## src/rtl/ndma_ch_regs.sv

```systemverilog
// Register file for the NDMA channels: OBI subordinate, per-channel SRC/DST/LEN/CTRL, IRQ pend/enable.
// Define NDMA_REG_ERR_EN to report unmapped, busy-write and rejected-start accesses on err_o.
module ndma_ch_regs #(
  parameter int unsigned NumCh    = 4,
  parameter int unsigned LenWidth = 16
) (
  input  logic                      clk_i,
  input  logic                      rst_ni,
  input  logic                      req_i,
  input  logic                      we_i,
  input  logic [3:0]                be_i,
  input  logic [31:0]               addr_i,
  input  logic [31:0]               wdata_i,
  output logic                      gnt_o,
  output logic                      rvalid_o,
  output logic [31:0]               rdata_o,
  output logic                      err_o,
  output logic [NumCh*32-1:0]       src_addr_o,
  output logic [NumCh*32-1:0]       dst_addr_o,
  output logic [NumCh*LenWidth-1:0] tx_len_o,
  output logic [NumCh-1:0]          start_o,
  input  logic [NumCh-1:0]          done_i,
  output logic                      irq_o
);

`ifdef NDMA_REG_ERR_EN
  localparam logic ErrEn = 1'b1;
`else
  localparam logic ErrEn = 1'b0;
`endif

  logic [NumCh-1:0][31:0]       r_src, r_dst;
  logic [NumCh-1:0][LenWidth-1:0] r_len;
  logic [NumCh-1:0]             r_busy, r_done, r_pend, r_en, r_start;
  logic                         r_rvalid, r_err, r_irq;
  logic [31:0]                  r_rdata;

  logic [31:0]      w_bemask, w_rdata;
  logic             w_wr, w_err, w_glb_pend, w_glb_en, w_wr_en;
  logic [NumCh-1:0] w_ch_sel, w_start, w_clr_done, w_wr_src, w_wr_dst, w_wr_len;
  logic [NumCh-1:0] w_pend_clr, w_done_ev;
  logic             w_unused_addr;

  function automatic logic [31:0] f_merge(input logic [31:0] old, input logic [31:0] data,
                                          input logic [31:0] mask);
    return (old & ~mask) | (data & mask);
  endfunction

  assign gnt_o         = req_i;
  assign w_wr          = req_i & we_i;
  assign w_bemask      = {{8{be_i[3]}}, {8{be_i[2]}}, {8{be_i[1]}}, {8{be_i[0]}}};
  assign w_glb_pend    = addr_i[8] && (addr_i[7:2] == 6'h00);
  assign w_glb_en      = addr_i[8] && (addr_i[7:2] == 6'h01);
  assign w_done_ev     = done_i & r_busy;
  assign w_unused_addr = ^{addr_i[31:9], addr_i[1:0]};

  always_comb begin
    w_ch_sel = '0;
    for (int unsigned n = 0; n < NumCh; n++) begin
      w_ch_sel[n] = !addr_i[8] && (addr_i[7:4] == 4'(n));
    end
  end

  always_comb begin
    w_rdata    = '0;
    w_err      = 1'b0;
    w_start    = '0;
    w_clr_done = '0;
    w_wr_src   = '0;
    w_wr_dst   = '0;
    w_wr_len   = '0;
    w_pend_clr = '0;
    w_wr_en    = 1'b0;
    for (int unsigned n = 0; n < NumCh; n++) begin
      if (w_ch_sel[n]) begin
        case (addr_i[3:2])
          2'd0: begin
            w_rdata = {r_busy[n], r_done[n], 30'b0};
            if (w_wr && be_i[0] && wdata_i[0]) begin
              if (!r_busy[n] && (r_len[n] != '0)) w_start[n] = 1'b1;
              else                                 w_err      = 1'b1;
            end
            w_clr_done[n] = w_wr & be_i[3] & wdata_i[30];
          end
          2'd1: begin
            w_rdata = r_src[n];
            if (w_wr) begin
              if (r_busy[n]) w_err       = 1'b1;
              else           w_wr_src[n] = 1'b1;
            end
          end
          2'd2: begin
            w_rdata = r_dst[n];
            if (w_wr) begin
              if (r_busy[n]) w_err       = 1'b1;
              else           w_wr_dst[n] = 1'b1;
            end
          end
          default: begin
            w_rdata = 32'(r_len[n]);
            if (w_wr) begin
              if (r_busy[n]) w_err       = 1'b1;
              else           w_wr_len[n] = 1'b1;
            end
          end
        endcase
      end
    end
    if (w_glb_pend) begin
      w_rdata[NumCh-1:0] = r_pend;
      if (w_wr && be_i[0]) w_pend_clr = wdata_i[NumCh-1:0];
    end
    if (w_glb_en) begin
      w_rdata[NumCh-1:0] = r_en;
      w_wr_en            = w_wr;
    end
    if (!(|w_ch_sel || w_glb_pend || w_glb_en)) w_err = 1'b1;
    if (we_i) w_rdata = '0;
  end

  // A done event wins over a same-cycle W1C or done-clear on the same bit.
  always_ff @(posedge clk_i or negedge rst_ni) begin
    if (!rst_ni) begin
      r_src    <= '0;
      r_dst    <= '0;
      r_len    <= '0;
      r_busy   <= '0;
      r_done   <= '0;
      r_pend   <= '0;
      r_en     <= '0;
      r_start  <= '0;
      r_rvalid <= 1'b0;
      r_rdata  <= '0;
      r_err    <= 1'b0;
      r_irq    <= 1'b0;
    end else begin
      r_rvalid <= req_i;
      r_rdata  <= req_i ? w_rdata : '0;
      r_err    <= req_i & w_err & ErrEn;
      r_start  <= w_start;
      r_busy   <= (r_busy & ~w_done_ev) | w_start;
      r_done   <= (r_done & ~w_clr_done) | w_done_ev;
      r_pend   <= (r_pend & ~w_pend_clr) | w_done_ev;
      r_irq    <= |(r_pend & r_en);
      if (w_wr_en) begin
        r_en <= (r_en & ~w_bemask[NumCh-1:0]) | (wdata_i[NumCh-1:0] & w_bemask[NumCh-1:0]);
      end
      for (int unsigned n = 0; n < NumCh; n++) begin
        if (w_wr_src[n]) r_src[n] <= f_merge(r_src[n], wdata_i, w_bemask);
        if (w_wr_dst[n]) r_dst[n] <= f_merge(r_dst[n], wdata_i, w_bemask);
        if (w_wr_len[n]) r_len[n] <= LenWidth'(f_merge(32'(r_len[n]), wdata_i, w_bemask));
      end
    end
  end

  assign rvalid_o   = r_rvalid;
  assign rdata_o    = r_rdata;
  assign err_o      = r_err;
  assign start_o    = r_start;
  assign irq_o      = r_irq;
  assign src_addr_o = r_src;
  assign dst_addr_o = r_dst;
  assign tx_len_o   = r_len;

endmodule

```

## config.mk

```make
export PLATFORM = sky130hd
export DESIGN_NAME = ndma_ch_regs
export DESIGN_NICKNAME = d
export VERILOG_FILES = /design/src/rtl/ndma_ch_regs.sv
export SDC_FILE = /design/constraint.sdc
export NUM_CORES = 1
export LEC_CHECK = 0
export BUFFER_PORTS_ARGS = -buffer_cell sky130_fd_sc_hd__buf_2
export CAP_MARGIN = 20
export CORE_ASPECT_RATIO = 1.1
export CORE_UTILIZATION = 30
export CTS_BUF_LIST = sky130_fd_sc_hd__clkbuf_4
export DETAILED_ROUTE_END_ITERATION = 8
export HOLD_SLACK_MARGIN = 0.15
export PLACE_DENSITY = 0.54
export SLEW_MARGIN = 20
export SYNTH_ARGS = -nofsm -noshare
export SYNTH_HDL_FRONTEND = slang
export SYNTH_SLANG_ARGS = --single-unit
```

## constraint.sdc

```tcl
create_clock -name clk_i -period 2.2 [get_ports clk_i]
set_input_delay 0 -clock clk_i [delete_from_list [all_inputs] [get_ports clk_i]]
set_output_delay 0 -clock clk_i [all_outputs]
set_load 0.005 [all_outputs]
```

==> flow_summary.json, run 1 <==
{
  "status": "finished, violations left",
  "violations": "negative setup slack",
  "route.detailed.drc": 0,
  "setup_viol": 2,
  "ant_nets": 0,
  "synth_area_leaders": "dfrtp_1 56%, mux2_2 26%, a22oi_1 3.5%, a221oi_1 2.1%, clkbuf_1 1.5%",
  "viasPerCell": 5.19,
  "yosysWarnings": 0,
  "dp_hpwl_mm": 46.2,
  "arrival_ns": 2.91,
  "nNetsFinal": 2041,
  "tns_ns": -0.0259,
  "crit_required_ns": 2.89,
  "cts_tree": "built",
  "grt_pass1_wl_mm": 100,
  "cpMostUsedCell": "dlygate4sd3_1",
  "drive_gt1_share_pct": 54.1,
  "max_cap_viol_count": 0,
  "syn-cell-area_um2": 16800,
  "gp_congestion": 0.854,
  "grt_remaining_overflow": 0,
  "hold_viol": 0,
  "crit_type": "input pin to flip-flop",
  "ir_drop_v": 0.000361,
  "vias": 14300,
  "start_util_pct": 30.4,
  "routed_wl_mm": 69.2,
  "cts-htree-levels": 3,
  "final_core_util_pct": 42.6,
  "period_minus_slack_ns": 2.22,
  "area_growth_pct": 39.8,
  "max_slew_margin_pct": 53.3,
  "cp_top_family": "buffers and inverters",
  "synthFlopType": "dfrtp_1",
  "avgSynthCellArea_um2": 13.3,
  "switching_share_pct": 26.8,
  "synth_edf_count": 0,
  "core_area_um2": 55100,
  "min_period_over_period_pct": 101,
  "yosysMostFrequentCell": "mux2_2",
  "io_pins": 436,
  "p_seq_share_pct": 49.5,
  "combPwrFrac_pct": 10.4,
  "final_area_um2": 23400,
  "wire_per_inst_um": 25.1,
  "clk_latency_ns": 0.82,
  "whs_ns": 0.186,
  "p_total_mw": 14.6,
  "gr-usage-all-layers_pct": 24.2,
  "cts_root_buf": "clkbuf_4",
  "drv_slew": 0,
  "p_clk_share_pct": 40.2,
  "crit_slowest_cell": "dlygate4sd3_1",
  "ys_seq_elements": 374,
  "ys_types": 44,
  "p_leak_nw": 12.3,
  "clockBufferDepth": 3,
  "port_buffers": 409,
  "yosys.area.top_type_share_pct": 55.8,
  "grt_pass1_vias": 15100,
  "numCtsBuffers": 101,
  "fmax_mhz": 450,
  "num-fill-cells": 5327,
  "grt_max_degree": 73,
  "power_switching_mw": 3.90,
  "min_path_type": "input pin to flip-flop",
  "path_cells": "dlygate4sd3_1 > buf_2 > buf_12 > nand2b_1 > nor3_2 > nand2_1 > dlygate4sd3_1 > a22o_1 > dlygate4sd3_1",
  "drtIter0Drc": 827,
  "antenna_found_initial": 6,
  "fin_worst_skew_ns": 0.0247,
  "firstDrtPassIters": 5,
  "clock-sinks": 374,
  "clkTransAtPathRegs_ns": 0.06,
  "worstMarginPinSlew_ns": 0.698,
  "die_w_um": 227,
  "fp.dieH_um": 250,
  "critPathMaxFanout": 58,
  "p_per_area_nw_per_um2": 621,
  "synth_top_area_cell": "dfrtp_1",
  "setup_slack_ns": -0.0228,
  "startpoint_type": "input pin",
  "place_area_um2": 20500,
  "crit_buf_inv": 5,
  "syn_inst": 1265,
  "yosysSeqAreaShare_pct": 55.8,
  "dieArea_um2": 56800,
  "crit_path_end_kind": "flip-flop",
  "async_flop_share_pct": 100,
  "synth_nets": 1341,
  "rows": 90,
  "synth_commonest_cells": "385 x mux2_2, 374 x dfrtp_1, 79 x a22oi_1",
  "p_int_mw": 10.7,
  "slowest_delay_ns": 0.57
}
[placed cells by master (no fill, tap or decap), types with 4 or more instances in the layout]
cell type	n
mux2i_1	7
nand2b_1	5
nor3_4	8
nand2_2	7
a21o_1	4
diode_2	5
nand2_1	44
nor3_1	36
nor4_1	21
nand4_1	7
a22oi_1	79
nor2_1	39
a21oi_1	10
dfrtp_1	374
or3_1	5
buf_4	77
a221o_1	4
nor2_2	13
and3_1	4
a22o_1	4
clkinv_1	11
dlymetal6s4s_1	5
o22ai_1	26
inv_1	5
mux2_2	385
buf_12	25
or2_2	5
o21ai_0	18
a221oi_1	38
clkbuf_4	144
dlygate4sd3_1	162
buf_2	407
[area by class of cell]
type	count	area (µm²)	area share (%)
repair buffers	679	4870	20.8
inverters	5	18.8	0.0801
clock buffers	144	1080	4.61
well taps	736	921	3.93
flip-flops and latches	374	9360	39.9
multi-input cells	804	7110	30.3
clock inverters	16	63.8	0.272
diodes	5	12.5	0.0534
[power groups by stage]
stage	Clock, mW	Combinational, mW	Sequential, mW
floorplan	0	0.470	7.30
global placement	0	1.25	7.32
detailed placement	0	1.26	7.32
CTS	6.05	1.50	7.20
global route	6.43	1.62	7.22
finish	5.84	1.51	7.20
[worst paths after layout]
kind | from | endpoint | slack [ns] | depth (start not counted)
setup reg to reg | flip-flop | rdata_o[3]$_DFF_PN0_ | 0.08 | 6
max in group asynchronous | rst_ni | rvalid_o$_DFF_PN0_ | 1.14 | 5
min in group asynchronous | rst_ni | asynchronous set/reset pin | 0.44 | 4
hold / removal | addr_i[7] | start_o[2]$_DFF_PN0_ | 0.19 | 6
hold reg to reg | flip-flop | flip-flop | 0.53 | 1
setup / recovery | addr_i[2] | r_pend[0]$_DFF_PN0_ | -0.02 | 9
[logic make-up (layout without fill, tap and decap cells)]
group	after synthesis	in the layout	synth area share, %
compound gates	199	199	8.76
buf+inv	87	844	2.13
flops	374	374	55.8
mux	395	395	26.5
other cells	1	6	0.0224
simple gates	209	209	6.79
[per-stage QoR]
step                      std cells  setup WS [ns]
after floorplan                1265          0.335
after global placement         2427          0.160
after detailed placement       2427          0.154
after CTS                      2754         0.0303
after global routing           2763        -0.0278
final                          2763        -0.0228
[routing by layer]
metal | vias up | wire (µm) | share of wire (%) | track usage, %
met5 | - | 23 | 0.033 | 0
met4 | 4 | 2740 | 4.0 | 10.5
met3 | 144 | 4920 | 7.1 | 6.71
li1 | 6231 | - | - | -
met1 | 7357 | 28300 | 41 | 29.9
met2 | 605 | 33300 | 48 | 39.3
[worst min-delay path, delay by kind of cell]
kind	cells	cell delay, ns
AND/OR/NAND/NOR	3	0.47
buffers and inverters	3	0.46
[what timing repair did]
item                                    CTS  global route
hold buffers                            167             3
resized for setup                         0            13
endpoints found under the setup margin    0            50
setup buffers                             0             1
endpoints found under the hold margin   747            15
No activity file was read; power rests on OpenSTA's default activity.
==> run 2, diff against run 1 <==
--- a/config.mk
+++ b/config.mk
@@ -13,6 +13,7 @@
 export DETAILED_ROUTE_END_ITERATION = 8
 export HOLD_SLACK_MARGIN = 0.15
 export PLACE_DENSITY = 0.54
+export REMOVE_ABC_BUFFERS = 1
 export SLEW_MARGIN = 20
 export SYNTH_ARGS = -nofsm -noshare
 export SYNTH_HDL_FRONTEND = slang
==> flow_summary.json, run 2 (same netlist as run 1, synthesis figures left out) <==
{
  "startpoint_type": "input pin",
  "route.detailed.drc": 0,
  "p_seq_share_pct": 48.3,
  "p_per_area_nw_per_um2": 652,
  "final_cell_mix": "406 x buf_2, 385 x mux2_2, 374 x dfrtp_1, 159 x clkbuf_4, 110 x dlygate4sd3_1",
  "routed_wl_mm": 66.8,
  "start_util_pct": 30.4,
  "fp.dieH_um": 250,
  "layout_commonest_cell": "buf_2",
  "wire_per_inst_um": 24.6,
  "arrival_ns": 2.92,
  "status": "complete, no violations",
  "firstDrtPassIters": 5,
  "worstMarginPinSlew_ns": 0.908,
  "drv_slew": 0,
  "cts_tree": "built",
  "cts-htree-levels": 3,
  "combPwrFrac_pct": 9.1,
  "antenna_found_initial": 4,
  "switching_share_pct": 26.3,
  "core_area_um2": 55100,
  "cpMostUsedCell": "buf_4",
  "p_clk_share_pct": 42.6,
  "grt_pass1_wl_mm": 97.0,
  "p_int_mw": 11.0,
  "max_cap_viol_count": 0,
  "p_total_mw": 14.9,
  "drive_gt1_share_pct": 55.4,
  "grt_remaining_overflow": 0,
  "rows": 90,
  "clock-sinks": 374,
  "area_growth_pct": 36.4,
  "rsz0062_at_grt": "false",
  "critPathMaxFanout": 8,
  "dieArea_um2": 56800,
  "slowest_delay_ns": 0.55,
  "path_cells": "dlygate4sd3_1 > buf_2 > or3_1 > buf_4 > buf_4 > nor3_2 > buf_4 > nand2_1 > buf_4 > mux2_2 > dlygate4sd3_1",
  "ir_drop_v": 0.000320,
  "max_slew_margin_pct": 39.4,
  "vias": 14000,
  "drtIter0Drc": 783,
  "hold_viol": 0,
  "period_minus_slack_ns": 2.20,
  "clk_latency_ns": 0.85,
  "p_leak_nw": 12.1,
  "gp_congestion": 0.827,
  "io_pins": 436,
  "min_path_type": "input pin to flip-flop",
  "grt-busiest-layer": "met2",
  "grt_use_met2_pct": 38.4,
  "setup_viol": 0,
  "viasPerCell": 5.15,
  "port_buffers": 409,
  "clockBufferDepth": 3,
  "clkTransAtPathRegs_ns": 0.07,
  "ant_nets": 0,
  "num-fill-cells": 5385,
  "crit_slowest_cell": "dlygate4sd3_1",
  "die_w_um": 227,
  "fmax_mhz": 455,
  "gr-usage-all-layers_pct": 23.5,
  "fin_worst_skew_ns": 0.0492,
  "tns_ns": 0,
  "crit_path_end_kind": "flip-flop",
  "dp_hpwl_mm": 46.3,
  "min_period_over_period_pct": 99.9,
  "grt_max_degree": 110,
  "numCtsBuffers": 102,
  "power_switching_mw": 3.92,
  "cts_root_buf": "clkbuf_4",
  "use_met3_pct": 5.90,
  "nNetsFinal": 1970,
  "globalRouteMet1Util_pct": 29.3,
  "grt_pass1_vias": 14600,
  "crit_required_ns": 2.92,
  "crit_type": "input pin to flip-flop"
}
run 2: changes by cell type in the layout (fill, tap and decap cells not counted), moves of 2 or more:
cell / change
clkbuf_4: +15
diode_2: -2
a221oi_2: -2
dlygate4sd3_1: -52
buf_12: +2
clkinv_1: +7
buf_4: -15
a221oi_1: +2
nand2_1: -2
clkinv_2: -3
dlymetal6s4s_1: -5
run 2: final timing paths:
path | start | endpoint | slack (ns) | cells after the start
min | wdata_i[30] | r_done[0]$_DFF_PN0_ | 0.25 | 5
min reg2reg | flip-flop | flip-flop | 0.53 | 1
max | addr_i[7] | flip-flop | 0.001 | 11
min in group asynchronous | rst_ni | asynchronous set/reset pin | 0.39 | 3
max in group asynchronous | rst_ni | asynchronous set/reset pin | 0.73 | 4
max reg2reg | r_busy[2]$_DFF_PN0_ | flip-flop | 0.08 | 6
run 2: layout make-up:
type | count | area (µm²) | share of cell area, %
diodes | 3 | 7.51 | 0.0328
clock buffers | 159 | 1190 | 5.22
inverters | 5 | 18.8 | 0.0821
multi-input cells | 804 | 7090 | 31.0
well taps | 736 | 921 | 4.03
flip-flops and latches | 374 | 9360 | 40.9
repair buffers | 607 | 4170 | 18.2
clock inverters | 22 | 109 | 0.476
run 2: timing repair:
action | in CTS | in global routing
resized for setup | 0 | 4
buffers inserted | 0 | 0
hold buffers | 111 | 0
endpoints found under the setup margin | 0 | 4
endpoints found under the hold margin | 747 | 0
run 2: power by group through the flow:
stage | clock network, mW | registers [mW] | logic (mW)
6_report | 6.35 | 7.19 | 1.36
5_1_grt | 6.96 | 7.21 | 1.47
4_1_cts | 6.62 | 7.19 | 1.37
3_5_place_dp | 0 | 7.32 | 1.22
3_3_place_gp | 0 | 7.31 | 1.20
2_1_floorplan | 0 | 7.30 | 0.373
run 2: per-stage QoR:
| stage | hold WS [ns] | instance area, µm² | util, % | cells | setup WS, ns |
|---|---|---|---|---|---|
| CTS | 0.154 | 22900 | 41.5 | 2708 | 0.0299 |
| detailed placement | -0.184 | 20400 | 37.1 | 2416 | 0.0624 |
| finish | 0.249 | 22900 | 41.5 | 2710 | 0.00119 |
| floorplan | -0.296 | 16400 | - | 1183 | -2.86 |
| global placement | -0.184 | 20400 | 37.1 | 2416 | 0.0760 |
| global route | 0.221 | 22900 | 41.5 | 2708 | 0.0297 |
run 2: worst max-delay path, delay by kind of cell:
| family | cells | cell delay, ns |
|---|---|---|
| and+or+nand+nor | 3 | 0.68 |
| buffers and inverters | 7 | 1.95 |
| muxes | 1 | 0.28 |
run 2: metal layers:
metal  routed length (µm)  vias to the layer above
li1                     -                     6091
met1                27300                     7243
met2                32900                      505
met3                 4510                      121
met4                 2060                        2
met5                   13                        -
==> run 3, diff against run 2 <==
--- a/config.mk
+++ b/config.mk
@@ -5,6 +5,7 @@
 export SDC_FILE = /design/constraint.sdc
 export NUM_CORES = 1
 export LEC_CHECK = 0
+export ABC_AREA = 1
 export BUFFER_PORTS_ARGS = -buffer_cell sky130_fd_sc_hd__buf_2
 export CAP_MARGIN = 20
 export CORE_ASPECT_RATIO = 1.1
@@ -13,6 +14,7 @@
 export DETAILED_ROUTE_END_ITERATION = 8
 export HOLD_SLACK_MARGIN = 0.15
 export PLACE_DENSITY = 0.54
+export RECOVER_POWER = 50
 export REMOVE_ABC_BUFFERS = 1
 export SLEW_MARGIN = 20
 export SYNTH_ARGS = -nofsm -noshare
==> flow_summary.json, run 3 <==
{
  "startpoint_type": "input pin",
  "period_minus_slack_ns": 2.16,
  "min_period_over_period_pct": 98.3,
  "syn_inst": 2016,
  "crit_required_ns": 3.02,
  "p_clk_share_pct": 42.3,
  "gp_congestion": 0.876,
  "p_int_mw": 10.8,
  "setup_viol": 0,
  "core_area_um2": 55000,
  "clkTransAtPathRegs_ns": 0.06,
  "arrival_ns": 2.98,
  "combPwrFrac_pct": 9.2,
  "die_w_um": 227,
  "crit_path_end_kind": "flip-flop",
  "grt_pass1_vias": 16600,
  "critPathMaxFanout": 4,
  "synth_edf_count": 0,
  "clk_latency_ns": 0.88,
  "crit_start": "we_i",
  "viasPerCell": 4.89,
  "dp_hpwl_mm": 47.2,
  "nNetsFinal": 2684,
  "max_slew_margin_pct": 28.3,
  "synth_commonest_cells": "716 x nand2_1, 374 x dfrtp_1, 336 x o21ai_0",
  "crit_type": "input pin to flip-flop",
  "setup_slack_ns": 0.0382,
  "port_buffers": 409,
  "rows": 90,
  "final_area_um2": 22300,
  "status": "complete, no violations",
  "clock-sinks": 374,
  "synthFlopType": "dfrtp_1",
  "drtIter0Drc": 1141,
  "grt_max_degree": 88,
  "ant_nets": 0,
  "power_switching_mw": 4.11,
  "dp_slack_ns": 0.200,
  "yosys.area.top_type_share_pct": 55.9,
  "start_util_pct": 30.4,
  "final_cell_mix": "715 x nand2_1, 374 x dfrtp_1, 335 x o21ai_0, 324 x buf_2, 161 x clkbuf_4",
  "p_leak_nw": 11.2,
  "drive_gt1_share_pct": 23.5,
  "grt_remaining_overflow": 0,
  "switching_share_pct": 27.6,
  "worstMarginPinSlew_ns": 1.08,
  "max_cap_viol_count": 0,
  "p_per_area_nw_per_um2": 668,
  "synth_top_area_cell": "dfrtp_1",
  "yosysSeqAreaShare_pct": 55.9,
  "io_pins": 436,
  "tns_ns": 0,
  "drv_slew": 0,
  "layout_commonest_cell": "nand2_1",
  "antenna_found_initial": 5,
  "yosysWarnings": 0,
  "numCtsBuffers": 105,
  "p_seq_share_pct": 48.5,
  "fmax_mhz": 463,
  "num-fill-cells": 5776,
  "clockBufferDepth": 3,
  "gr-usage-all-layers_pct": 24.8,
  "route.detailed.drc": 0,
  "area_growth_pct": 33.2,
  "ir_drop_v": 0.000350,
  "final_core_util_pct": 40.5,
  "min_from": "wdata_i[30]",
  "min_path_type": "input pin to flip-flop",
  "avgSynthCellArea_um2": 8.30,
  "cts_tree": "built",
  "syn-cell-area_um2": 16700,
  "routed_wl_mm": 70.6,
  "async_flop_share_pct": 100,
  "vias": 16700,
  "ys_seq_elements": 374,
  "place_area_um2": 19900,
  "stdcell_count": 3420,
  "fin_worst_skew_ns": 0.0572,
  "cts_root_buf": "clkbuf_4",
  "synth_area_leaders": "dfrtp_1 56%, nand2_1 16%, o21ai_0 10%, nand3_1 2.8%, nor2_1 2.2%",
  "ys_types": 34,
  "grt_pass1_wl_mm": 104,
  "fp.dieH_um": 250,
  "dieArea_um2": 56700,
  "hold_viol": 0,
  "cts-htree-levels": 3,
  "rsz0062_at_grt": "false",
  "dp_cells": 3113,
  "wire_per_inst_um": 20.7,
  "firstDrtPassIters": 5,
  "yosysMostFrequentCell": "nand2_1"
}
-- run 3: changes by cell type in the layout (fill, tap and decap cells not counted), moves of 32 or more --
cell      previous run  this run
nand2_1             42       715
mux2_2             385         0
o21ai_0             17       335
nand3_1              1        92
clkbuf_1             0        86
inv_1                5        88
buf_2              406       324
a22oi_1             79         0
nor2_1              39        95
a221oi_1            40         0
nor3_1              37         2
a21oi_1             11        45
o21ai_2              0        32
-- run 3: routing by layer --
layer  GRT usage (%)  share of wire, %  routed length (µm)
met2            40.2                48               33700
met4            11.0               3.9                2770
met3            5.90               7.7                5450
met1            31.2                41               28700
met5               0             0.044                  31
-- run 3: path summary, 6_finish.rpt --
kind	end	slack, ns	depth (start not counted)
max in group asynchronous	asynchronous set/reset pin	0.22	4
max	r_busy[1]$_DFF_PN0_	0.04	10
max reg2reg	r_busy[1]$_DFF_PN0_	0.07	7
min in group asynchronous	asynchronous set/reset pin	0.87	4
min reg2reg	flip-flop	0.50	2
min	flip-flop	0.18	4
-- run 3: area by class of cell --
type	instances	area, µm²	area share [%]
sequential	374	9360	42.0
multi-input combinational	1428	6550	29.4
clock inverter	22	87.6	0.393
tap	736	921	4.13
clock buffer	158	1190	5.32
inverter	93	349	1.57
antenna	3	7.51	0.0337
timing repair buffer	606	3810	17.1
-- run 3: cell families (layout without fill, tap and decap cells) --
logic type | count (synthesis) | in the layout | synth area share (%)
compound gates | 480 | 480 | 16.0
other cells | 1 | 4 | 0.0224
simple gates | 947 | 947 | 22.9
flops | 374 | 374 | 55.9
buf+inv | 214 | 879 | 5.17
-- run 3: metrics by stage --
| stage | hold slack [ns] | power [mW] |
|---|---|---|
| 5_1_grt | 0.158 | 15.6 |
| 3_5_place_dp | 0.0278 | 8.59 |
| 3_3_place_gp | 0.0130 | 8.57 |
| 6_report | 0.180 | 14.9 |
| 2_1_floorplan | -0.296 | 7.76 |
| 4_1_cts | 0.153 | 15.1 |
-- run 3: power by group through the flow --
| stage | Combinational, mW | Clock (mW) | Sequential [mW] |
|---|---|---|---|
| after global placement | 1.24 | 0 | 7.33 |
| after detailed placement | 1.26 | 0 | 7.34 |
| final | 1.38 | 6.29 | 7.22 |
| after floorplan | 0.448 | 0 | 7.31 |
| after CTS | 1.42 | 6.48 | 7.21 |
| after global routing | 1.52 | 6.85 | 7.23 |
-- run 3: critical path, stage by stage --
cell	delay [ns]
dlygate4sd3_1	0.58
buf_2	0.14
nand2_1	0.08
nor2_1	0.18
dlygate4sd3_1	0.64
nand2_1	0.12
nor2_1	0.27
nand4_1	0.27
o21ai_0	0.14
dlygate4sd3_1	0.57
-- run 3: repair_timing --
action | in CTS | in global routing
endpoints found under the hold margin | 747 | 111
setup buffers | 0 | 1
endpoints found under the setup margin | 0 | 19
hold buffers | 124 | 3
gates resized for setup | 0 | 9
